==> src/rtl/boc_trk_pkg.sv <==
// Shared constants and types for the B1 BOC early/prompt/late tracking correlator.
package boc_trk_pkg;

  localparam int unsigned SampleWidth = 16;
  localparam int unsigned DefAccWidth = 32;
  localparam int unsigned EpochWidth  = 16;

  typedef enum logic {
    WAIT_SOP = 1'b0,
    ACC      = 1'b1
  } trk_state_e;

endpackage

==> src/rtl/boc_trk_acc.sv <==
// One signed correlator lane: accumulates +sample or -sample depending on the local chip.
// Build option BOC_TRK_SAT_EN: saturate at the ACC_WIDTH limits instead of wrapping.
module boc_trk_acc
  import boc_trk_pkg::*;
#(
  parameter int unsigned ACC_WIDTH = DefAccWidth
) (
  input  logic                          clk,
  input  logic                          rst_n,
  input  logic signed [SampleWidth-1:0] sample,
  input  logic                          chip,
  input  logic                          clr,
  input  logic                          load,
  input  logic                          add,
  output logic signed [ACC_WIDTH-1:0]   acc
);

  logic signed [ACC_WIDTH-1:0] acc_q, acc_d;
  logic signed [ACC_WIDTH-1:0] sample_ext, term, sum;

  assign sample_ext = {{(ACC_WIDTH-SampleWidth){sample[SampleWidth-1]}}, sample};
  // chip 0 -> +1, chip 1 -> -1; negating -32768 is exact because ACC_WIDTH > 16
  assign term = chip ? -sample_ext : sample_ext;

`ifdef BOC_TRK_SAT_EN
  localparam logic signed [ACC_WIDTH-1:0] AccMax = {1'b0, {(ACC_WIDTH-1){1'b1}}};
  localparam logic signed [ACC_WIDTH-1:0] AccMin = {1'b1, {(ACC_WIDTH-1){1'b0}}};

  logic signed [ACC_WIDTH:0] sum_wide;

  assign sum_wide = {acc_q[ACC_WIDTH-1], acc_q} + {term[ACC_WIDTH-1], term};

  // The two top bits differ only when the true sum left the ACC_WIDTH range
  always_comb begin
    if (sum_wide[ACC_WIDTH] == sum_wide[ACC_WIDTH-1]) begin
      sum = sum_wide[ACC_WIDTH-1:0];
    end else if (sum_wide[ACC_WIDTH]) begin
      sum = AccMin;
    end else begin
      sum = AccMax;
    end
  end
`else
  assign sum = acc_q + term;
`endif

  always_comb begin
    acc_d = acc_q;
    if (clr) begin
      acc_d = '0;
    end else if (load) begin
      acc_d = term;
    end else if (add) begin
      acc_d = sum;
    end
  end

  always_ff @(posedge clk or negedge rst_n) begin
    if (!rst_n) begin
      acc_q <= '0;
    end else begin
      acc_q <= acc_d;
    end
  end

  assign acc = acc_q;

endmodule

==> src/rtl/boc_trk_corr.sv <==
// B1 BOC E/P/L tracking correlator: code alignment delay, epoch FSM, six lanes, dump handshake.
// Build option BOC_TRK_SAT_EN selects saturating lanes (see boc_trk_acc).
module boc_trk_corr
  import boc_trk_pkg::*;
#(
  parameter int unsigned ACC_WIDTH  = DefAccWidth,
  parameter int unsigned SRC_DLY    = 2,
  parameter int unsigned INT_EPOCHS = 1
) (
  input  logic                          rx_clk,
  input  logic                          rx_rst_n,
  input  logic signed [SampleWidth-1:0] rx_src_real,
  input  logic signed [SampleWidth-1:0] rx_src_imag,
  input  logic                          rx_loc_bocE,
  input  logic                          rx_loc_bocP,
  input  logic                          rx_loc_bocL,
  input  logic                          rx_prn_sop,
  input  logic                          rx_trk_rst,
  input  logic                          rx_dump_ready,
  output logic signed [ACC_WIDTH-1:0]   tx_ie,
  output logic signed [ACC_WIDTH-1:0]   tx_qe,
  output logic signed [ACC_WIDTH-1:0]   tx_ip,
  output logic signed [ACC_WIDTH-1:0]   tx_qp,
  output logic signed [ACC_WIDTH-1:0]   tx_il,
  output logic signed [ACC_WIDTH-1:0]   tx_ql,
  output logic                          tx_dump_valid,
  output logic [EpochWidth-1:0]         tx_epoch_cnt,
  output logic                          tx_ovf
);

  localparam int unsigned PerWidth = 5;
  localparam logic [PerWidth-1:0] IntEp = PerWidth'(INT_EPOCHS);

  // Delay line: {L, P, E, sop, trk_rst}
  logic [4:0] code_in, code_al;
  logic [2:0] chip_al;
  logic       sop_al, trk_al;

  assign code_in = {rx_loc_bocL, rx_loc_bocP, rx_loc_bocE, rx_prn_sop, rx_trk_rst};

  if (SRC_DLY == 0) begin : g_no_dly
    assign code_al = code_in;
  end else begin : g_dly
    logic [4:0] pipe_q [SRC_DLY];

    always_ff @(posedge rx_clk or negedge rx_rst_n) begin
      if (!rx_rst_n) begin
        for (int i = 0; i < SRC_DLY; i++) pipe_q[i] <= '0;
      end else begin
        pipe_q[0] <= code_in;
        for (int i = 1; i < SRC_DLY; i++) pipe_q[i] <= pipe_q[i-1];
      end
    end

    assign code_al = pipe_q[SRC_DLY-1];
  end

  assign chip_al = code_al[4:2];
  assign sop_al  = code_al[1];
  assign trk_al  = code_al[0];

  trk_state_e          state_q, state_d;
  logic [PerWidth-1:0] per_q, per_d;
  logic                clr, load, add, dump;

  always_comb begin
    state_d = state_q;
    per_d   = per_q;
    clr     = 1'b0;
    load    = 1'b0;
    add     = 1'b0;
    dump    = 1'b0;
    if (trk_al) begin
      // Restart wins over a coincident sop
      clr     = 1'b1;
      per_d   = '0;
      state_d = WAIT_SOP;
    end else begin
      unique case (state_q)
        WAIT_SOP: begin
          if (sop_al) begin
            load    = 1'b1;
            per_d   = PerWidth'(1);
            state_d = ACC;
          end else begin
            clr = 1'b1;
          end
        end
        ACC: begin
          if (sop_al && (per_q == IntEp)) begin
            // Dump excludes the sop sample, which seeds the next integration
            dump  = 1'b1;
            load  = 1'b1;
            per_d = PerWidth'(1);
          end else begin
            add = 1'b1;
            if (sop_al) per_d = per_q + PerWidth'(1);
          end
        end
        default: state_d = WAIT_SOP;
      endcase
    end
  end

  always_ff @(posedge rx_clk or negedge rx_rst_n) begin
    if (!rx_rst_n) begin
      state_q <= WAIT_SOP;
      per_q   <= '0;
    end else begin
      state_q <= state_d;
      per_q   <= per_d;
    end
  end

  // Lane order: IE, QE, IP, QP, IL, QL
  logic signed [ACC_WIDTH-1:0] acc_val [6];

  for (genvar i = 0; i < 6; i++) begin : g_lane
    boc_trk_acc #(
      .ACC_WIDTH(ACC_WIDTH)
    ) u_acc (
      .clk   (rx_clk),
      .rst_n (rx_rst_n),
      .sample((i % 2 == 0) ? rx_src_real : rx_src_imag),
      .chip  (chip_al[i/2]),
      .clr   (clr),
      .load  (load),
      .add   (add),
      .acc   (acc_val[i])
    );
  end

  logic signed [ACC_WIDTH-1:0] data_q [6];
  logic                        valid_q, valid_d;
  logic                        ovf_q, ovf_d;
  logic [EpochWidth-1:0]       epoch_q, epoch_d;

  always_comb begin
    valid_d = valid_q;
    ovf_d   = ovf_q;
    epoch_d = epoch_q;
    if (trk_al) begin
      valid_d = 1'b0;
      ovf_d   = 1'b0;
      epoch_d = '0;
    end else begin
      if (dump) begin
        valid_d = 1'b1;
        epoch_d = epoch_q + EpochWidth'(1);
        if (valid_q && !rx_dump_ready) ovf_d = 1'b1;
      end else if (valid_q && rx_dump_ready) begin
        valid_d = 1'b0;
      end
    end
  end

  always_ff @(posedge rx_clk or negedge rx_rst_n) begin
    if (!rx_rst_n) begin
      for (int i = 0; i < 6; i++) data_q[i] <= '0;
      valid_q <= 1'b0;
      ovf_q   <= 1'b0;
      epoch_q <= '0;
    end else begin
      if (dump) begin
        for (int i = 0; i < 6; i++) data_q[i] <= acc_val[i];
      end
      valid_q <= valid_d;
      ovf_q   <= ovf_d;
      epoch_q <= epoch_d;
    end
  end

  assign tx_ie         = data_q[0];
  assign tx_qe         = data_q[1];
  assign tx_ip         = data_q[2];
  assign tx_qp         = data_q[3];
  assign tx_il         = data_q[4];
  assign tx_ql         = data_q[5];
  assign tx_dump_valid = valid_q;
  assign tx_epoch_cnt  = epoch_q;
  assign tx_ovf        = ovf_q;

endmodule

==> config.mk <==
export PLATFORM = sky130hd
export DESIGN_NAME = boc_trk_corr
export DESIGN_NICKNAME = d
export VERILOG_FILES = /design/src/rtl/boc_trk_pkg.sv /design/src/rtl/boc_trk_acc.sv /design/src/rtl/boc_trk_corr.sv
export SDC_FILE = /design/constraint.sdc
export NUM_CORES = 1
export LEC_CHECK = 0
export CORE_AREA = 5 5 188 263
export CTS_CLUSTER_DIAMETER = 40
export DETAILED_ROUTE_END_ITERATION = 8
export DIE_AREA = 0 0 193 268
export GPL_TIMING_DRIVEN = 0
export PLACE_DENSITY = 0.81
export SLEW_MARGIN = 20
export SYNTH_ARGS = -nofsm -noshare
export SYNTH_HDL_FRONTEND = slang
export SYNTH_SLANG_ARGS = --single-unit
==> constraint.sdc <==
create_clock -name rx_clk -period 4.55 [get_ports rx_clk]
set_input_delay 0.91 -clock rx_clk [delete_from_list [all_inputs] [get_ports rx_clk]]
set_output_delay 0.91 -clock rx_clk [all_outputs]
set_load 0.03 [all_outputs]
==> tab_implementation.tex <==
\begin{tabular}{lr}
\hline
Metric & Value \\
\hline
\multicolumn{2}{l}{\textbf{Run status}} \\
\quad Outcome & finished with violations \\
\quad Violations in the final reports & negative setup slack \\
\multicolumn{2}{l}{\textbf{Yosys}} \\
\quad Synthesis warning total & 0 \\
\quad Dominant register cell in the synthesized netlist & sky130\_fd\_sc\_hd\_\_dfrtp\_1 \\
\quad Commonest cells in the synthesized netlist & sky130\_fd\_sc\_hd\_\_dfrtp\_1 (418), sky130\_fd\_sc\_hd\_\_a21oi\_1 (311), sky130\_fd\_sc\_hd\_\_nand2\_1 (240) \\
\quad Number of instances in the synthesized netlist & 2860 \\
\quad Synthesized area per cell & 9.52 um2 \\
\quad Unique cell type count in the Yosys netlist & 67 \\
\quad Share of the yosys chip area belonging to registers & 0.384 \\
\quad Total of flip-flops plus latches after synthesis & 418 \\
\quad Number of enable-type register cells in the synthesized netlist & 0 \\
\quad Syn Nets & 3135 \\
\quad Yosys top cell area share & 0.384 \\
\quad Main combinational cell family by area after synthesis & compound AO/OA/AOI/OAI gates \\
\quad Area contributors post-synth & sky130\_fd\_sc\_hd\_\_dfrtp\_1 (38\%), sky130\_fd\_sc\_hd\_\_ha\_1 (11\%), sky130\_fd\_sc\_hd\_\_mux2\_2 (7.8\%) \\
\quad Multiplexer share of the synthesized area & 0.0796 \\
\quad Async SR Flop Fraction & 1.00 \\
\quad XOR/XNOR Fraction of Synth Area & 0.0817 \\
\quad Complex-gate fraction of the synthesized area & 0.193 \\
\quad Post-synthesis simple-gate area fraction & 0.124 \\
\quad Post-synthesis instance area & 0.0272 mm2 \\
\quad Synth Area in Adders & 0.110 \\
\quad Most repeated cell in the gate-level netlist after synthesis & sky130\_fd\_sc\_hd\_\_dfrtp\_1 \\
\quad Synth area leader & sky130\_fd\_sc\_hd\_\_dfrtp\_1 \\
\multicolumn{2}{l}{\textbf{Cells and area}} \\
\quad Final Non-Filler Cells & 3942 \\
\quad Total of fill cells in the finished design & 3239 \\
\quad Nets & 3544 \\
\quad Relative area change from synthesis to final layout & 30.8\% \\
\quad Fraction of layout instances using a drive strength above 1 & 0.228 \\
\multicolumn{2}{l}{\textbf{Global routing}} \\
\quad Number of antenna violations at the first check in global routing & 5 \\
\quad First-pass GRT wire length & 142 mm \\
\quad GRT overflow & 0 \\
\quad Via count of the first global-routing pass & 25.5k \\
\quad Total routing resource utilization after global routing & 0.350 \\
\quad Maximum number of pins on one net before global-route repair & 104 \\
\multicolumn{2}{l}{\textbf{Timing}} \\
\quad Final hold viol count & 0 \\
\quad Worst-case clock skew & 15.3 ps \\
\quad Unrepaired setup endpoints after global routing & yes \\
\quad Setup violators final & 46 \\
\quad Slew at the pin with the worst max-slew slack & 1180 ps \\
\quad Highest Clock Rate & 0.189 GHz \\
\quad Final max-slew violation count & 0 \\
\quad Setup TNS & -16350 ps \\
\quad Crit path time final & 5300 ps \\
\quad Normalized max-slew margin & 0.210 \\
\quad Post-layout worst setup margin & -755 ps \\
\quad Share of the cycle needed by the critical path after routing & 1.17 \\
\multicolumn{2}{l}{\textbf{Drt}} \\
\quad Count of unresolved DRC violations after routing & 0 \\
\quad Total length of routed met2 wires & 45.8 mm \\
\quad Post-route met1 wirelength & 33.9 mm \\
\quad WL per Instance & 23.7 um \\
\quad Via/cell ratio & 6.32 \\
\quad Highest routed layer & met4 \\
\quad DRT Wirelength & 93.5 mm \\
\quad Total number of vias & 24.9k \\
\quad Metal3 WL & 6.25 mm \\
\quad Antenna-violating nets left & 0 \\
\quad DRC marker count from the first detailed-route iteration & 2021 \\
\quad Total iterations of the first detailed-routing run & 8 \\
\multicolumn{2}{l}{\textbf{Run}} \\
\quad Number of max-cap violations & 0 \\
\multicolumn{2}{l}{\textbf{Place}} \\
\quad Detail Placement HPWL & 67.4 mm \\
\quad Gpl congestion & 0.971 \\
\quad Placed cell count & 3727 \\
\quad Port Buffers & 239 \\
\multicolumn{2}{l}{\textbf{Power}} \\
\quad Power density over cell area & 389 mW/mm2 \\
\quad IR Drop Worst-Case VDD & 0.000346 V \\
\quad Pleak & 16.7 nW \\
\multicolumn{2}{l}{\textbf{Floorplanning}} \\
\quad Die height & 268 um \\
\quad Boundary Pins & 250 \\
\quad Core area & 0.0467 mm2 \\
\quad Die span in x & 193 um \\
\quad Row Count & 94 \\
\quad Starting density of the core & 0.583 \\
\quad Die area & 0.0517 mm2 \\
\multicolumn{2}{l}{\textbf{Worst setup path}} \\
\quad Largest delay share family, worst path & simple AND/OR/NAND/NOR gates \\
\quad Data arrival time of the critical path & 5750 ps \\
\quad Count of cells along the worst register-to-register path & 14 \\
\quad Cell with the most instances on the worst path & sky130\_fd\_sc\_hd\_\_or3\_4 \\
\quad Reg-to-reg slack, setup & -310 ps \\
\quad Slowest cell on the critical path & sky130\_fd\_sc\_hd\_\_or3\_4 \\
\quad Category of the worst setup path capture point & register \\
\quad Largest stage delay on the critical path & 400 ps \\
\quad Critical-path cell list & buf\_8 > or3\_4 > or3\_4 > or3\_4 > or3\_4 > or2\_4 > or3\_4 > and2\_4 > buf\_12 > clkbuf\_16 > buf\_12 > a21o\_4 > ha\_4 > a21o\_1 > a21o\_1 > a221oi\_2 > a31o\_4 > o21ai\_4 > a311oi\_2 > xor2\_1 > a21oi\_1 \\
\quad Critical Path Stages & 21 \\
\quad Data required time at the worst endpoint & 5000 ps \\
\quad Critical setup path kind & input port to register \\
\quad Highest net fanout along the worst path & 5 \\
\quad Reg-to-Reg Start & code\_al[3] \\
\quad Terminus of the critical flop-to-flop path & g\_lane[2].u\_acc.acc[31] \\
\quad Count of buffering cells on the critical path with inverters included & 4 \\
\quad Nature of the critical path startpoint & input port \\
\multicolumn{2}{l}{\textbf{Clocking}} \\
\quad Sinks on the clock net & 418 \\
\quad H-tree Lvls & 2 \\
\quad CTS clock-pin slew for the worst setup and hold paths & 60 ps \\
\quad Maximum buffer depth of the clock tree & 3 \\
\quad Clock latency reported for the late side of the worst-skew pair & 600 ps \\
\quad CTS tree & built \\
\quad Total CTS buffers & 53 \\
\quad Clock root buffer & sky130\_fd\_sc\_hd\_\_clkbuf\_16 \\
\multicolumn{2}{l}{\textbf{Min path}} \\
\quad Min-Delay Path Class & input port to async pin \\
\hline
\end{tabular}
==> kinds of logic after synthesis <==
family	Yosys count
simple gates	722
mux	193
compound gates	839
flops	418
fa+ha+maj	235
xor+xnor	254
buf+inv	199
==> through the flow <==
step | utilization | setup WS [ps] | instance area, um2 | hold WS, ps | power, mW
after floorplan | - | -634 | 27900 | 331 | 7.36
after global placement | 0.666 | -15480 | 31100 | 336 | 8.72
after detailed placement | 0.668 | -1960 | 31200 | 348 | 8.83
after CTS | 0.742 | -633 | 34600 | 354 | 13.6
after global routing | 0.762 | -848 | 35600 | 365 | 14.4
final | 0.763 | -755 | 35600 | 308 | 13.9
==> sequential cells by signal (all words and copies together), names as in the netlist <==
register,count
tx_qp,32
tx_dump_valid,1
tx_ovf,1
tx_epoch_cnt,16
tx_qe,32
g_dly.pipe_q,5
g_lane.u_acc.acc,192
tx_ip,32
state_q,1
tx_ie,32
code_al,5
per_q,5
tx_ql,32
tx_il,32
==> layout make-up <==
type                    count  area, um2  area share
inverters                  60        225     0.00633
clock inverters            31        372      0.0104
multi-input cells        2243      18100       0.508
repair buffers            363       3520      0.0990
diodes                      6       15.0    0.000422
plain buffers             130        642      0.0180
clock buffers              67       1510      0.0425
flip-flops and latches    418      10500       0.294
well taps                 624        781      0.0219
==> placed cells by master, fill, tap and decap left out, types with 11 or more instances in the layout <==
cell	Yosys	routed
sky130_fd_sc_hd__o211ai_1	17	17
sky130_fd_sc_hd__a211oi_1	82	73
sky130_fd_sc_hd__nor2_1	201	185
sky130_fd_sc_hd__nand2_4	0	11
sky130_fd_sc_hd__a21oi_1	311	250
sky130_fd_sc_hd__o21bai_1	17	16
sky130_fd_sc_hd__clkbuf_8	0	15
sky130_fd_sc_hd__nand3_1	54	46
sky130_fd_sc_hd__xor2_1	114	110
sky130_fd_sc_hd__and3_1	19	12
sky130_fd_sc_hd__nor3_1	29	24
sky130_fd_sc_hd__buf_4	0	99
sky130_fd_sc_hd__buf_6	1	22
sky130_fd_sc_hd__o21a_1	19	19
sky130_fd_sc_hd__xnor2_1	140	128
sky130_fd_sc_hd__o21ai_0	120	77
sky130_fd_sc_hd__a31oi_1	23	16
sky130_fd_sc_hd__inv_1	60	55
sky130_fd_sc_hd__o21ai_1	9	28
sky130_fd_sc_hd__a21oi_4	0	14
sky130_fd_sc_hd__mux2_2	188	188
sky130_fd_sc_hd__nand2_1	240	219
sky130_fd_sc_hd__or3_1	25	14
sky130_fd_sc_hd__or3_4	5	16
sky130_fd_sc_hd__dfrtp_1	418	418
sky130_fd_sc_hd__o21ai_2	2	20
sky130_fd_sc_hd__a21o_1	170	165
sky130_fd_sc_hd__clkdlybuf4s50_1	0	225
sky130_fd_sc_hd__nand2b_1	33	33
sky130_fd_sc_hd__clkbuf_2	0	13
sky130_fd_sc_hd__and2_1	19	17
sky130_fd_sc_hd__ha_4	0	40
sky130_fd_sc_hd__a21oi_2	0	47
sky130_fd_sc_hd__clkbuf_16	0	56
sky130_fd_sc_hd__ha_1	229	179
sky130_fd_sc_hd__clkbuf_1	123	97
sky130_fd_sc_hd__nor2b_1	24	20
sky130_fd_sc_hd__nand4_1	34	34
==> worst max path at each step <==
| stage | startpoint | end | slack [ps] |
|---|---|---|---|
| 2_1_floorplan | rx_src_real[2] | g_lane[0].u_acc.acc[31] | -630 |
| 3_3_place_gp | rx_rst_n | g_lane[2].u_acc.acc[23] | -15480 |
| 3_5_place_dp | rx_src_real[0] | g_lane[0].u_acc.acc[31] | -1960 |
| 4_1_cts | rx_src_real[1] | g_lane[0].u_acc.acc[31] | -630 |
| 5_1_grt | rx_src_real[0] | g_lane[4].u_acc.acc[29] | -850 |
| 6_report | rx_src_real[0] | g_lane[4].u_acc.acc[29] | -750 |
==> power breakdown <==
group | internal (mW) | switching (mW)
clock | 2.68 | 1.81
combinational | 2.06 | 2.82
sequential | 4.15 | 0.347
==> routing by layer <==
layer  vias up  global-route usage
met5         -                   0
met2      1169               0.594
li1      11100                   -
met4         0               0.236
met3       406              0.0564
met1     12200               0.406
==> repair_timing <==
action	CTS	global route
gates resized for setup	227	166
pin swaps	133	139
endpoints found under the setup margin	100	80
setup buffers	84	41
cloned	1	0
hold buffers	0	0
hold endpoints to repair	0	0
Power figures use the tool's default switching activity.
